## config.mk

```make
export PLATFORM = sky130hd
export DESIGN_NAME = div_share_ctrl
export DESIGN_NICKNAME = d
export VERILOG_FILES = /design/src/rtl/div_share_ctrl.sv
export SDC_FILE = /design/constraint.sdc
export NUM_CORES = 1
export LEC_CHECK = 0
export ABC_AREA = 1
export BUFFER_PORTS_ARGS = -buffer_cell sky130_fd_sc_hd__buf_2
export CAP_MARGIN = 20
export CORE_MARGIN = 2
export CORE_UTILIZATION = 35
export CTS_BUF_LIST = sky130_fd_sc_hd__clkbuf_4 sky130_fd_sc_hd__clkbuf_8
export DETAILED_ROUTE_END_ITERATION = 8
export SLEW_MARGIN = 20
export SYNTH_ARGS = -nofsm -noshare
export SYNTH_HDL_FRONTEND = slang
export SYNTH_SLANG_ARGS = --single-unit
```

## constraint.sdc

```tcl
create_clock -name clk -period 6.3 [get_ports clk]
set_input_delay 1.26 -clock clk [delete_from_list [all_inputs] [get_ports clk]]
set_output_delay 1.26 -clock clk [all_outputs]
set_load 0.02 [all_outputs]
```

## src/rtl/div_share_ctrl.sv

```systemverilog
// Shares one iterative divider between two requesters with round-robin grant.
// Latency: handshake->div_start 1 cycle, div_done->rsp 1 cycle, divide-by-zero->rsp 1 cycle.
// Backpressure: req_ready only in IDLE; responses are one-cycle pulses with no backpressure.
module div_share_ctrl #(
  parameter int N       = 16,
  parameter int TIMEOUT = 64
) (
  input  logic         clk,
  input  logic         reset,
  input  logic [1:0]   req_valid,
  output logic [1:0]   req_ready,
  input  logic [N-1:0] req_dividend0,
  input  logic [N-1:0] req_divisor0,
  input  logic [N-1:0] req_dividend1,
  input  logic [N-1:0] req_divisor1,
  output logic [1:0]   rsp_valid,
  output logic [N-1:0] rsp_quotient,
  output logic [N-1:0] rsp_remainder,
  output logic         rsp_error,
  output logic         div_start,
  output logic [N-1:0] div_dividend,
  output logic [N-1:0] div_divisor,
  input  logic         div_done,
  input  logic [N-1:0] div_quotient,
  input  logic [N-1:0] div_remainder
);

  localparam int TW = $clog2(TIMEOUT + 1);
  localparam logic [TW-1:0] TMAX = TW'(TIMEOUT - 1);

  typedef enum logic [1:0] {IDLE, ISSUE, WAIT, RESP} state_t;

  state_t        state_q, state_d;
  logic          last_q, last_d;
  logic          owner_q, owner_d;
  logic [N-1:0]  dividend_q, dividend_d;
  logic [N-1:0]  divisor_q, divisor_d;
  logic [N-1:0]  quotient_q, quotient_d;
  logic [N-1:0]  remainder_q, remainder_d;
  logic          error_q, error_d;
  logic [1:0]    rsp_valid_q, rsp_valid_d;
  logic          div_start_q, div_start_d;
  logic [TW-1:0] timer_q, timer_d;

  logic          hs;
  logic [N-1:0]  sel_dividend;
  logic [N-1:0]  sel_divisor;

  assign hs           = |(req_valid & req_ready);
  assign sel_dividend = req_ready[1] ? req_dividend1 : req_dividend0;
  assign sel_divisor  = req_ready[1] ? req_divisor1  : req_divisor0;

  // State register; reset abandons any in-flight transaction.
  always_ff @(posedge clk or negedge reset) begin
    if (!reset) state_q <= IDLE;
    else        state_q <= state_d;
  end

  // Next-state: zero divisor bypasses the divider; done beats the timeout.
  always_comb begin
    state_d = state_q;
    case (state_q)
      IDLE:  if (hs) state_d = (sel_divisor == '0) ? RESP : ISSUE;
      ISSUE: state_d = WAIT;
      WAIT:  if (div_done || timer_q == TMAX) state_d = RESP;
      RESP:  state_d = IDLE;
      default: state_d = IDLE;
    endcase
  end

  // Outputs: combinational grant plus next values of all registered outputs.
  always_comb begin
    req_ready   = 2'b00;
    last_d      = last_q;
    owner_d     = owner_q;
    dividend_d  = dividend_q;
    divisor_d   = divisor_q;
    quotient_d  = quotient_q;
    remainder_d = remainder_q;
    error_d     = error_q;
    rsp_valid_d = 2'b00;
    div_start_d = 1'b0;
    timer_d     = timer_q;
    case (state_q)
      IDLE: begin
        // On a tie the requester that was not served last wins.
        case (req_valid)
          2'b01:   req_ready = 2'b01;
          2'b10:   req_ready = 2'b10;
          2'b11:   req_ready = last_q ? 2'b01 : 2'b10;
          default: req_ready = 2'b00;
        endcase
        if (hs) begin
          owner_d    = req_ready[1];
          dividend_d = sel_dividend;
          divisor_d  = sel_divisor;
          if (sel_divisor == '0) begin
            quotient_d  = '1;
            remainder_d = sel_dividend;
            error_d     = 1'b0;
            rsp_valid_d = req_ready;
          end else begin
            div_start_d = 1'b1;
          end
        end
      end
      ISSUE: timer_d = '0;
      WAIT: begin
        timer_d = timer_q + 1'b1;
        if (div_done) begin
          quotient_d  = div_quotient;
          remainder_d = div_remainder;
          error_d     = 1'b0;
          rsp_valid_d = {owner_q, ~owner_q};
        end else if (timer_q == TMAX) begin
          quotient_d  = '0;
          remainder_d = '0;
          error_d     = 1'b1;
          rsp_valid_d = {owner_q, ~owner_q};
        end
      end
      RESP: last_d = owner_q;
      default: ;
    endcase
  end

  // Datapath and registered output flops.
  always_ff @(posedge clk or negedge reset) begin
    if (!reset) begin
      last_q      <= 1'b1;
      owner_q     <= 1'b0;
      dividend_q  <= '0;
      divisor_q   <= '0;
      quotient_q  <= '0;
      remainder_q <= '0;
      error_q     <= 1'b0;
      rsp_valid_q <= 2'b00;
      div_start_q <= 1'b0;
      timer_q     <= '0;
    end else begin
      last_q      <= last_d;
      owner_q     <= owner_d;
      dividend_q  <= dividend_d;
      divisor_q   <= divisor_d;
      quotient_q  <= quotient_d;
      remainder_q <= remainder_d;
      error_q     <= error_d;
      rsp_valid_q <= rsp_valid_d;
      div_start_q <= div_start_d;
      timer_q     <= timer_d;
    end
  end

  assign rsp_valid     = rsp_valid_q;
  assign rsp_quotient  = quotient_q;
  assign rsp_remainder = remainder_q;
  assign rsp_error     = error_q;
  assign div_start     = div_start_q;
  assign div_dividend  = dividend_q;
  assign div_divisor   = divisor_q;

endmodule
```

==> flow_metrics.py <==
metrics = {
    "yosys": {
        "syn_area_per_cell_um2": 8.20,
        "ys.flop_type": "dfrtp_1",
        "synthSimpleGateAreaFrac_pct": 29.6,
        "yosysWarnings": 0,
        "muxShareOfSynthArea_pct": 4.02,
        "syn_nets": 592,
        "synth_xor_area_share_pct": 0.439,
        "synthTopCellsByArea": "dfrtp_1, nand2_1, nand3_1",
        "ys_ff_latch": 79,
        "synth_top_family_by_area": "simple AND/OR/NAND/NOR gates",
        "yosysTopAreaCellShare_pct": 49.0,
        "synth_compound_area_share_pct": 9.01,
        "synth.distinct_cells": 32,
        "syn_inst": 486,
        "netlist_area_um2": 3990,
        "synth_top_area_cell": "dfrtp_1",
        "async_flop_share_pct": 100,
        "seq_area_frac_synth_pct": 49.6,
        "synthAdderAreaFrac_pct": 1.57,
        "synth_edf_count": 0,
    },
    "sta": {
        "grt_setup_unrepaired": "false",
        "finClkSkew_ps": 12.2,
        "tns_ps": 0,
        "whs_ps": 473,
        "fin_crit_sh_pct": 60.4,
        "final-hold-violation-count": 0,
        "fmax_mhz": 263,
        "final.min_clock_period_ps": 3810,
        "maxSlewHeadroom_pct": 38.7,
        "tightest_slew_ps": 920,
        "setup_viol": 0,
        "slew_viol_final": 0,
        "timing.final.ws_setup_ps": 2490,
    },
    "worst_hold_path": {
        "hold_path_class": "reg -> reg",
        "hp-start": "owner_q",
        "worstHoldEndpoint": "rsp_valid[0]",
        "hold_depth": 1,
    },
    "detailed_routing": {
        "wl_per_cell_um": 14.5,
        "vias": 3828,
        "drtPass1Iterations": 4,
        "finalWirelength_um": 11300,
        "avgViaCountPerCell": 4.91,
        "drc_errors": 0,
        "drt_iter0_drc": 258,
        "drtAntennaViolNets": 0,
    },
    "global_route": {
        "antenna_found_initial": 0,
        "use_met1_pct": 25.6,
        "grt_pass1_vias": 3691,
        "grt_max_degree": 80,
        "grt_util_met2_pct": 28.3,
        "top_usage_layer": "met2",
        "overflow": 0,
        "global_route.usage.met3_pct": 3.17,
        "grtUsageTotal_pct": 18.3,
        "grt_pass1_wl_um": 18400,
    },
    "clock_tree": {
        "clk_latency_ps": 350,
        "clkTransAtPathRegs_ps": 70,
        "h-tree-depth": 3,
        "clock_path_buffers": 2,
        "root_buffer": "clkbuf_8",
        "cts_tree": "yes",
        "clock-sinks": 79,
        "ctsHoldBuffers": 0,
        "post-cts-setup-buffer-count": 0,
        "post_cts_resized": 0,
        "numCtsBuffers": 9,
    },
    "critical_path": {
        "slowest_stage": "ha_1",
        "crit_path_start_kind": "flip-flop",
        "r2r_start": "state_q[1]",
        "path_cells": "inv_1, ha_1, nand3_4, inv_1, buf_2",
        "r2r_slack_ps": 2740,
        "crit_fanout": 35,
        "ff2ff_path_depth": 13,
        "required_ps": 5040,
        "cpMostUsedCell": "inv_1",
        "reg2reg_to": "rsp_quotient[9]",
        "worstSetupPathType": "reg -> out",
        "worst_setup_path_end_kind": "output pin",
        "arrival_ps": 2550,
        "critPathMaxStageDelay_ps": 700,
    },
    "final_layout": {
        "fill_cells": 1114,
        "drive_gt1_share_pct": 31.1,
        "syn_to_final_growth_pct": 27.0,
        "finalInstanceArea_um2": 5060,
        "layout.nets": 743,
        "layout.cells.non_filler": 780,
        "final_core_util_pct": 46.1,
        "diodes": 0,
    },
    "placement": {
        "dp_cells": 766,
        "placed_area_um2": 4860,
        "dp_hpwl_um": 8090,
        "placement.io_buffers": 170,
        "dp_worst_setup_slack_ps": 2600,
        "gp_congestion": 0.830,
    },
    "job": {
        "max_cap_viol_count": 0,
    },
    "die": {
        "core_area_um2": 11000,
        "dieArea_um2": 12300,
        "die_w_um": 111,
        "start_util_pct": 36.3,
        "row_count": 38,
        "fp.dieH_um": 111,
        "ios": 171,
    },
    "power": {
        "p_leak_nw": 2.76,
        "total_power_mw": 2.75,
        "power_density_nw_per_um2": 543,
        "vdd_ir_drop_max_v": 0.000246,
    },
    "run_status": {
        "outcome": "finished, final reports clean",
    },
}
[layout by cell type, fill, tap and decap left out, drive strengths merged, types with 8 or more instances in the layout]
| cell type | count |
|---|---|
| mux2i | 16 |
| dfrtp | 78 |
| a21oi | 8 |
| o21ai | 36 |
| nor2 | 40 |
| a31oi | 16 |
| clkbuf | 10 |
| inv | 14 |
| nand2 | 159 |
| buf | 171 |
| nand3 | 71 |
[logic make-up (layout without fill, tap and decap cells)]
group           after synthesis  count (layout)
compound gates               63              63
simple gates                276             276
buf+inv                      45             199
mux                          16              16
fa+ha+maj                     5               5
flops                        79              79
xor+xnor                      2               2
[per-layer routing]
metal	part of all wire (%)	vias to the layer above
met4	2.4	0
li1	-	1903
met3	5.3	22
met2	45	131
met1	47	1772
met5	0	-
[cell usage after synthesis (2+ instances only)]
| library cell | instances |
|---|---|
| a21oi_1 | 6 |
| nor2_1 | 37 |
| inv_1 | 13 |
| nor3_1 | 3 |
| nand2_1 | 156 |
| ha_1 | 5 |
| o21ai_0 | 35 |
| nand2_4 | 2 |
| xor2_1 | 2 |
| buf_4 | 4 |
| mux2i_1 | 16 |
| buf_6 | 5 |
| buf_2 | 6 |
| clkbuf_1 | 16 |
| nand3_1 | 69 |
| a31oi_1 | 16 |
| dfrtp_1 | 78 |
| nor2_2 | 3 |
[flip-flops by register name, summed over array words and instances, names as in the netlist]
| register | count |
|---|---|
| div_dividend | 16 |
| div_divisor | 16 |
| div_start | 1 |
| last_q | 1 |
| owner_q | 1 |
| rsp_error | 1 |
| rsp_quotient | 16 |
| rsp_remainder | 16 |
| rsp_valid | 2 |
| state_q | 2 |
| timer_q | 7 |
[worst max path at each step]
stage	from	endpoint	slack (ps)	cells after the start
after floorplan	req_valid[1]	req_ready[0]	3020	4
after global placement	div_done	rsp_remainder[1]	2670	8
after detailed placement	div_done	rsp_quotient[2]	2600	8
after CTS	state_q[1]	req_ready[1]	2490	5
after global routing	state_q[0]	req_ready[1]	2300	5
final	state_q[1]	req_ready[1]	2490	5
[power by group]
group | leakage (nW) | switching (mW) | internal, mW
clock | 0.102 | 0.181 | 0.223
sequential | 0.957 | 0.136 | 0.751
combinational | 1.70 | 1.00 | 0.454
total | 2.76 | 1.32 | 1.43
[cell type report]
class                           count  area [um2]  share of cell area (%)
Clock inverter                      4        72.6                    1.43
Sequential cell                    79        1980                    39.1
Timing Repair Buffer              171         865                    17.1
Tap cell                          140         175                    3.46
Clock buffer                       10         131                    2.59
Multi-Input combinational cell    362        1790                    35.3
Inverter                           14        52.6                    1.04
[worst max-delay path, delay by kind of cell (launching register included)]
kind          cells  cell delay [ps]
simple gates      1              560
flops             1              440
fa+ha+maj         1              700
buf+inv           3              500
(Power assumes the default switching activity.)
